--- src/rtl/packet_pkg.sv ---
// Shared constants and state type for the serial packet transmitter.
package packet_pkg;

  localparam int unsigned BYTE_W          = 8;
  localparam int unsigned BIT_CNT_W       = 3;
  localparam int unsigned MAX_LEN_DEFAULT = 15;

  localparam logic [BYTE_W-1:0] HDR_A = 8'hA5;
  localparam logic [BYTE_W-1:0] HDR_B = 8'hC3;

  typedef enum logic [2:0] {
    ST_IDLE = 3'd0,
    ST_HDR  = 3'd1,
    ST_DATA = 3'd2,
    ST_WAIT = 3'd3,
    ST_CSUM = 3'd4,
    ST_DONE = 3'd5
  } tx_state_t;

endpackage

--- src/rtl/tx_shifter.sv ---
// LSB-first byte shifter with bit position counter; zero-fills so the line idles low
// once all eight bits have been shifted out.
module tx_shifter
  import packet_pkg::*;
(
  input  logic              clk_50,
  input  logic              reset_n,
  input  logic              load,
  input  logic [BYTE_W-1:0] load_data,
  input  logic              shift_en,
  output logic              bit_out,
  output logic              last_bit,
  output logic              pre_last
);

  logic [BYTE_W-1:0]    shift_q;
  logic [BIT_CNT_W-1:0] cnt_q;

  always_ff @(posedge clk_50 or negedge reset_n) begin
    if (!reset_n) begin
      shift_q <= '0;
      cnt_q   <= '0;
    end else if (load) begin
      shift_q <= load_data;
      cnt_q   <= '0;
    end else if (shift_en) begin
      shift_q <= {1'b0, shift_q[BYTE_W-1:1]};
      cnt_q   <= cnt_q + BIT_CNT_W'(1);
    end
  end

  assign bit_out  = shift_q[0];
  assign last_bit = (cnt_q == BIT_CNT_W'(7));
  assign pre_last = (cnt_q == BIT_CNT_W'(6));

endmodule

--- src/rtl/packet_tx.sv ---
// Serial packet transmitter: header + len payload bytes, LSB first, one bit per clk_50.
// Define PACKET_TX_CHECKSUM_EN to append an XOR checksum byte after the payload.
module packet_tx
  import packet_pkg::*;
#(
  parameter int unsigned MAX_LEN = MAX_LEN_DEFAULT
) (
  input  logic                         clk_50,
  input  logic                         reset_n,
  input  logic                         start,
  input  logic                         hdr_sel,
  input  logic [$clog2(MAX_LEN+1)-1:0] len,
  input  logic [BYTE_W-1:0]            byte_data,
  input  logic                         byte_valid,
  output logic                         byte_ready,
  output logic                         serial_data,
  output logic                         data_ena,
  output logic                         busy,
  output logic                         done
);

  localparam int unsigned LW = $clog2(MAX_LEN+1);

  tx_state_t         state_q, state_d;
  logic [LW-1:0]     rem_q, rem_d;
  logic              ready_d, ena_d, busy_d, done_d;
  logic              sh_load, sh_shift, take_byte, xfer;
  logic [BYTE_W-1:0] sh_data;
  logic              bit_out, last_bit, pre_last;
`ifdef PACKET_TX_CHECKSUM_EN
  logic [BYTE_W-1:0] csum_q, csum_d;
`endif

  tx_shifter u_shifter (
    .clk_50    (clk_50),
    .reset_n   (reset_n),
    .load      (sh_load),
    .load_data (sh_data),
    .shift_en  (sh_shift),
    .bit_out   (bit_out),
    .last_bit  (last_bit),
    .pre_last  (pre_last)
  );

  // The shifter output is itself a flop and reads 0 whenever no byte is in flight.
  assign serial_data = bit_out;
  assign xfer        = byte_valid & byte_ready;

  always_ff @(posedge clk_50 or negedge reset_n) begin
    if (!reset_n) begin
      state_q    <= ST_IDLE;
      rem_q      <= '0;
      byte_ready <= 1'b0;
      data_ena   <= 1'b0;
      busy       <= 1'b0;
      done       <= 1'b0;
`ifdef PACKET_TX_CHECKSUM_EN
      csum_q     <= '0;
`endif
    end else begin
      state_q    <= state_d;
      rem_q      <= rem_d;
      byte_ready <= ready_d;
      data_ena   <= ena_d;
      busy       <= busy_d;
      done       <= done_d;
`ifdef PACKET_TX_CHECKSUM_EN
      csum_q     <= csum_d;
`endif
    end
  end

  // Next state plus next values of the registered outputs.
  always_comb begin
    state_d   = state_q;
    rem_d     = rem_q;
    ready_d   = 1'b0;
    ena_d     = 1'b0;
    busy_d    = 1'b0;
    done_d    = 1'b0;
    sh_load   = 1'b0;
    sh_shift  = 1'b0;
    sh_data   = '0;
    take_byte = 1'b0;
`ifdef PACKET_TX_CHECKSUM_EN
    csum_d    = csum_q;
`endif

    case (state_q)
      ST_IDLE: begin
        if (start) begin
          sh_load = 1'b1;
          sh_data = hdr_sel ? HDR_B : HDR_A;
          rem_d   = (len > LW'(MAX_LEN)) ? LW'(MAX_LEN) : len;
          state_d = ST_HDR;
          ena_d   = 1'b1;
          busy_d  = 1'b1;
`ifdef PACKET_TX_CHECKSUM_EN
          csum_d  = '0;
`endif
        end
      end
      ST_HDR, ST_DATA, ST_CSUM: begin
        busy_d = 1'b1;
        if (!last_bit) begin
          sh_shift = 1'b1;
          ena_d    = 1'b1;
          ready_d  = pre_last && (rem_q != '0);
        end else if (rem_q != '0) begin
          if (xfer) begin
            take_byte = 1'b1;
          end else begin
            sh_shift = 1'b1;
            ready_d  = 1'b1;
            state_d  = ST_WAIT;
          end
        end
`ifdef PACKET_TX_CHECKSUM_EN
        else if (state_q != ST_CSUM) begin
          sh_load = 1'b1;
          sh_data = csum_q;
          ena_d   = 1'b1;
          state_d = ST_CSUM;
        end
`endif
        else begin
          sh_shift = 1'b1;
          busy_d   = 1'b0;
          done_d   = 1'b1;
          state_d  = ST_DONE;
        end
      end
      ST_WAIT: begin
        busy_d = 1'b1;
        if (xfer) begin
          take_byte = 1'b1;
        end else begin
          ready_d = 1'b1;
        end
      end
      ST_DONE: state_d = ST_IDLE;
      default: state_d = ST_IDLE;
    endcase

    // Accepted payload byte goes straight onto the line next cycle.
    if (take_byte) begin
      sh_load = 1'b1;
      sh_data = byte_data;
      rem_d   = rem_q - LW'(1);
      ena_d   = 1'b1;
      state_d = ST_DATA;
`ifdef PACKET_TX_CHECKSUM_EN
      csum_d  = csum_q ^ byte_data;
`endif
    end
  end

endmodule
--- config.mk ---
export PLATFORM = sky130hd
export DESIGN_NAME = packet_tx
export DESIGN_NICKNAME = d
export VERILOG_FILES = /design/src/rtl/packet_pkg.sv /design/src/rtl/tx_shifter.sv /design/src/rtl/packet_tx.sv
export SDC_FILE = /design/constraint.sdc
export NUM_CORES = 1
export LEC_CHECK = 0
export ABC_CLOCK_PERIOD_IN_PS = 3000
export CORE_UTILIZATION = 41
export CTS_CLUSTER_DIAMETER = 50
export DETAILED_ROUTE_END_ITERATION = 7
export PLACE_DENSITY = 0.61
export SYNTH_ARGS = -nofsm -noshare
export SYNTH_HDL_FRONTEND = slang
export SYNTH_SLANG_ARGS = --single-unit
export TNS_END_PERCENT = 100
--- constraint.sdc ---
create_clock -name clk_50 -period 3 [get_ports clk_50]
set_input_delay 0.75 -clock clk_50 [delete_from_list [all_inputs] [get_ports clk_50]]
set_output_delay 0.75 -clock clk_50 [all_outputs]
set_load 0.1 [all_outputs]
==> summary.md, run 1 <==
| Metric | Value |
|---|---|
| CP Data Required Time | `around 3200 ps` |
| Status | `finished clean` |
| MaxCap Viol Count | `0` |
| Die area | `between 3000 and 4000 um2` |
| FF-to-FF Start | `u_shifter.cnt_q[0]` |
| Ys async rst share | `100%` |
| Power per cell area | `between 800 and 900 nW/um2` |
| Syn nets | `about 180` |
| IO Pins | `22` |
| Sequential share of the synthesized area | `between 30% and 40%` |
| Vias/cell | `roughly 5.6` |
| Max-slew violation count | `0` |
| Commonest non-fill, non-tap cells in the layout | `dfrtp_1, nand2_1, clkdlybuf4s50_1, nor2_1, o21ai_0` |
| Tmin final | `2210 ps` |
| Cell Rows | `20` |
| Vias in the first global route | `1116` |
| Fin crit share | `between 70% and 80%` |
| Ys flop type | `dfrtp_1` |
| Startpoint class of the critical path | `flip-flop` |
| RD Place Congestion | `around 0.79` |
| Area Growth Syn to Fin | `16.0%` |
| Leakage | `between 0.6 and 0.7 nW` |
| Routed Antenna Nets | `0` |
| Most common cell after layout, fill and taps aside | `dfrtp_1` |
| Routed WL | `2.99 mm` |
| Post-synthesis register bit count | `22` |
| Maximum vdd drop | `between 300 and 400 uV` |
| Slew HR | `55.5%` |
| Post-synthesis average cell area | `around 8.7 um2` |
| Initial core utilization | `approximately 44%` |
| Initial DRC count | `approximately 60` |
| RSZ-0062 raised after global routing | `no` |
| Critical Path AT | `roughly 2400 ps` |
| Post-Synth Simple-Gate Area | `between 20 and 25%` |
| Final setup fails | `0` |
| CTS Buf Count | `3` |
| Core box area | `around 3100 um2` |
| Largest net degree at the start of global routing | `23` |
| FF-to-FF path depth | `6` |
| Root buf cell | `clkbuf_4` |
| Antenna violations before repair | `0` |
| Worst skew pair latency | `approximately 310 ps` |
| Synth warn | `0` |
| Tot GR Track Use | `19.6%` |
| Util after Layout | `between 50% and 60%` |
| Worst setup path start | `u_shifter.cnt_q[0]` |
| Detailed-route DRC error count | `0` |
| Die Y | `~60 um` |
| IO Port Bufs | `21` |
| Hold Violations, Final | `0` |
| Number of synthesized flops with an enable pin | `0` |
| Post-CTS setup buffer count | `0` |
| Drt pass-1 iters | `4` |
| Crit path kind | `reg -> reg` |
| Setup TNS | `0 ps` |
| Tightest Hold Check Type | `reg -> reg` |
| Synth cell types | `45` |
| Synth Area in Adders | `3.62%` |
| Post-Route Skew | `around 1.2 ps` |
| Global-route wire length before repair | `around 5.3 mm` |
| # diodes | `0` |
| Clock sink count | `22` |
| Post-synth top area share | `approximately 40%` |
| Nets@finish | `196` |
| Least-Margin Pin Slew | `roughly 670 ps` |
| Synthesized cell area | `around 1400 um2` |
| Inst Count DP | `214` |
| TritonCTS clock tree | `built` |
| Hold_sp | `u_shifter.cnt_q[2]` |
| Hold Buf Count CTS | `0` |
| Biggest area consumer among synthesized cells | `dfrtp_1` |
| Synth Area in XOR/XNOR | `less than 1%` |
| Detailed placement HPWL | `2.11 mm` |
| GR Overflow Total | `0` |
| Non-filler cells, final | `217` |
| Compound-Gate Fraction of Synth Area | `between 20% and 30%` |
| Cells after Synth | `between 150 and 200` |
| Mux share of post-synthesis cell area | `2.90%` |
| Maximum fanout along the worst path | `14` |
| Drt wl/cell | `13.8 um` |
| DIE WIDTH | `roughly 60 um` |
| WHS | `about 530 ps` |
| Peak Freq | `around 450 MHz` |
| Vias | `between 1000 and 1500` |
| Synth top area cells | `dfrtp_1, nand2_1, o21ai_0, nand3_1, nor2_1` |
| Crit path capture type | `flip-flop` |
| Post-CTS sizing | `0` |
| Cell count of the worst hold path | `2` |
| H-Tree Depth | `1` |
| Clock-pin slew on the worst setup and hold paths | `120 ps` |
| Clock buffer depth | `2` |
| Largest family of logic cells by synthesized area | `compound AO/OA/AOI/OAI gates` |
| Share of layout cells above drive strength 1 | `a little over a tenth` |
power breakdown:
| group | total [mW] | internal (mW) | switching [mW] |
|---|---|---|---|
| Sequential | 0.545 | 0.417 | 0.127 |
| Clock | 0.137 | 0.0470 | 0.0896 |
| Combinational | 0.723 | 0.280 | 0.443 |
| Total | 1.40 | 0.745 | 0.660 |
routing by layer:
layer	routed length, um	vias to the layer above	global-route usage, %
met4	45	0	7.64
met1	1410	575	25.7
met2	1420	38	32.2
met5	0	-	0
li1	-	606	-
met3	109	5	3.03
state kept, by name (all words and copies together), names as in the netlist:
name	count
byte_ready	1
state_q	3
done	1
u_shifter.shift_q	8
rem_q	4
u_shifter.cnt_q	3
busy	1
data_ena	1
path summary, 6_finish.rpt:
check	slack, ps	endpoint
min reg2reg	530	u_shifter.cnt_q[2]
min	530	u_shifter.cnt_q[2]
max reg2reg	790	rem_q[0]
min in group asynchronous	770	data_ena
max in group asynchronous	2000	busy
max	790	rem_q[0]
kinds of logic after synthesis:
group | Yosys count
buf+inv | 17
compound gates | 49
fa+ha+maj | 4
flops | 22
simple gates | 61
mux | 4
xor+xnor | 1
cells in the mapped netlist (2+ instances only):
cell and instances:
mux2i_1 4, o21ai_0 12, inv_1 7, buf_6 2
buf_4 2, nor4_1 3, a2bb2oi_1 2, a21o_1 2
dfrtp_1 22, nor3b_1 2, a31oi_1 5, a22oi_1 2
clkbuf_1 4, ha_1 4, and2_1 2, o21ai_1 2
o22ai_1 2, nand3_1 11, o211ai_1 3, nor2_1 14
a21oi_1 8, nand2_2 2, nand2_1 19
final cells by class:
cell class                 instances  area (um2)
clock buffer                       3        22.5
multi-input combinational        119         743
tap                               44        55.1
fill                             318        1530
inverter                           7        26.3
timing repair buffer              22         205
sequential                        22         551
critical path, stage by stage, from the launching register on:
cell	delay (ps)
dfrtp_1	410
ha_1	160
ha_1	430
o211ai_1	230
a21oi_2	470
nor2_2	90
a221o_1	310
metrics by stage:
stage	power (mW)	instance area (um2)	setup WS (ps)
3_5_place_dp	1.28	1580	590
6_report	1.40	1600	785
3_3_place_gp	1.26	1580	619
4_1_cts	1.42	1600	799
5_1_grt	1.53	1600	549
2_1_floorplan	1.12	1380	980
(Power assumes the default switching activity.)
==> inputs of run 2 (changes only) <==
--- a/config.mk
+++ b/config.mk
@@ -5,11 +5,11 @@
 export SDC_FILE = /design/constraint.sdc
 export NUM_CORES = 1
 export LEC_CHECK = 0
-export ABC_CLOCK_PERIOD_IN_PS = 3000
+export ABC_CLOCK_PERIOD_IN_PS = 1900
 export CORE_UTILIZATION = 41
 export CTS_CLUSTER_DIAMETER = 50
 export DETAILED_ROUTE_END_ITERATION = 7
-export PLACE_DENSITY = 0.61
+export PLACE_DENSITY = 0.63
 export SYNTH_ARGS = -nofsm -noshare
 export SYNTH_HDL_FRONTEND = slang
 export SYNTH_SLANG_ARGS = --single-unit
==> constraint.sdc (replaced) <==
create_clock -name clk_50 -period 1.9 [get_ports clk_50]
set_input_delay 0.475 -clock clk_50 [delete_from_list [all_inputs] [get_ports clk_50]]
set_output_delay 0.475 -clock clk_50 [all_outputs]
set_load 0.1 [all_outputs]
==> summary.md, run 2 (same netlist as run 1, synthesis figures left out) <==
| Metric | Value |
|---|---|
| Status | `finished with violations` |
| Failing checks | `setup timing` |
| Clock buffer depth | `2` |
| Core box area | `about 3100 um2` |
| Power per cell area | `1400 nW/um2` |
| DP Worst Slack | `-122 ps` |
| Nets@finish | `220` |
| Uppermost layer routed | `met4` |
| Worst-path cell chain | `inv_2 > ha_4 > or3b_4 > a32oi_4 > a21o_4 > buf_12 > nand3_2 > a31oi_1` |
| Crit path kind | `reg -> reg` |
| Biggest register | `u_shifter.shift_q` |
| Clock-pin slew on the worst setup and hold paths | `130 ps` |
| DIE WIDTH | `60.0 um` |
| CP Data Required Time | `~2100 ps` |
| Initial DRC count | `63` |
| Tightest Hold Check Type | `in -> async` |
| Least-Margin Pin Slew | `about 380 ps` |
| # diodes | `0` |
| GR Overflow Total | `0` |
| Root buf cell | `clkbuf_4` |
| Drt wl/cell | `between 10 and 15 um` |
| Crit path capture type | `flip-flop` |
| Logic pwr share | `roughly three fifths` |
| Global-route wire length before repair | `about 5.7 mm` |
| Die area | `between 3000 and 4000 um2` |
| Detailed-route DRC error count | `0` |
| H-Tree Depth | `1` |
| Share of layout cells above drive strength 1 | `a little over a quarter` |
| Fin crit share | `101%` |
| Initial core utilization | `44.2%` |
| Worst path slowest cell | `dfrtp_1` |
| Maximum vdd drop | `roughly 760 uV` |
| Antenna violations before repair | `0` |
| Tmin final | `1930 ps` |
| MaxCap Viol Count | `0` |
| Clock share of power | `around 8.6%` |
| Area Growth Syn to Fin | `37.7%` |
| Max FFs per register | `8` |
| Buf/Inv on CP | `2` |
| CTS Buf Count | `3` |
| Max incr delay on CP | `420 ps` |
| Reg power frac | `32.3%` |
| Sw Share | `43.9%` |
| TritonCTS clock tree | `built` |
| Peak Freq | `around 520 MHz` |
| Max-slew violation count | `0` |
| Routed WL | `~3.4 mm` |
| Hold Violations, Final | `0` |
| Switch Pwr | `approximately 1.2 mW` |
| Post-Route Skew | `around 5.7 ps` |
| Met2 wire length | `around 1.7 mm` |
| Top flop regs | `u_shifter.shift_q (8), rem_q (4)` |
| P_int | `roughly 1.5 mW` |
| Detailed placement HPWL | `~2.4 mm` |
| Hold Buf Count CTS | `0` |
| Maximum fanout along the worst path | `7` |
| Top Family by Delay on Critical Path | `compound AO/OA/AOI/OAI gates` |
| IO Pins | `22` |
| WHS | `roughly 500 ps` |
| Worst skew pair latency | `around 310 ps` |
| Vias | `~1300` |
| Vias in the first global route | `around 1300` |
| Vias/cell | `around 5.6` |
| Routed Antenna Nets | `0` |
| Slew HR | `74.8%` |
| Largest net degree at the start of global routing | `23` |
| Met3 wire length | `141 um` |
| Commonest non-fill, non-tap cells in the layout | `buf_4, dfrtp_1, nand2_1, clkdlybuf4s50_1, nor2_1` |
| Die Y | `~60 um` |
| Clock sink count | `22` |
| IO Port Bufs | `21` |
| RD Place Congestion | `between 0.8 and 0.9` |
| Setup ws final | `-26.4 ps` |
| Tot GR Track Use | `21.5%` |
| M1 WL | `between 1 and 1.5 mm` |
| RSZ-0062 raised after global routing | `yes` |
| Cell Rows | `20` |
| Critical Path AT | `between 2000 and 2500 ps` |
| Leakage | `~0.82 nW` |
| Most common cell after layout, fill and taps aside | `buf_4` |
| Drt pass-1 iters | `4` |
| Startpoint class of the critical path | `flip-flop` |
| Final setup fails | `5` |
run 2: metrics by stage:
step	std cells	utilization (%)	TNS, ps	total power [mW]	instance area [um2]
global placement	234	57.8	-309	2.27	1810
global route	242	60.8	-607	2.86	1900
detailed placement	234	57.8	-816	2.32	1810
CTS	239	59.8	-42.2	2.62	1870
finish	242	60.8	-62.3	2.66	1900
floorplan	158	-	0	1.78	1380
run 2: power groups by stage:
stage          Clock, mW  Combinational [mW]  Sequential [mW]
2_1_floorplan          0               0.745             1.03
3_3_place_gp           0                1.43            0.840
3_5_place_dp           0                1.47            0.851
4_1_cts            0.238                1.53            0.853
5_1_grt            0.260                1.71            0.888
6_report           0.230                1.57            0.858
run 2: worst reg2reg max path: stages (launching register included):
cell	delay [ps]
dfrtp_1	420
inv_2	90
ha_4	130
or3b_4	420
a32oi_4	230
a21o_4	210
buf_12	120
nand3_2	60
a31oi_1	180
run 2: final timing paths:
path                               startpoint                   end  slack (ps)  depth (start not counted)
setup / recovery                     rem_q[1]  u_shifter.shift_q[1]         -30                          8
setup reg to reg                     rem_q[1]  u_shifter.shift_q[1]         -30                          8
max in group asynchronous             reset_n            state_q[0]        1170                          2
hold / removal                        reset_n  u_shifter.shift_q[0]         500                          2
min in group clk_50        u_shifter.cnt_q[0]    u_shifter.cnt_q[0]         530                          1
hold reg to reg            u_shifter.cnt_q[0]    u_shifter.cnt_q[0]         530                          1
run 2: final cells by class:
| type | count | area, um2 |
|---|---|---|
| clock buffer | 4 | 26.3 |
| fill | 282 | 1230 |
| inverter | 7 | 26.3 |
| multi-input combinational | 119 | 781 |
| sequential | 22 | 553 |
| tap | 44 | 55.1 |
| timing repair buffer | 46 | 460 |
run 2: what timing repair did:
action                     CTS  global route
setup buffers                1             3
pin swaps                    5             6
hold endpoints to repair     0             0
cloned                       0             0
gates resized for setup      7             4
setup endpoints to repair   12            17
run 2: metal layers:
layer | vias up | global-route usage [%]
met5 | - | 0
met4 | 0 | 11.3
met3 | 7 | 3.03
met2 | 39 | 34.9
met1 | 646 | 27.6
li1 | 653 | -
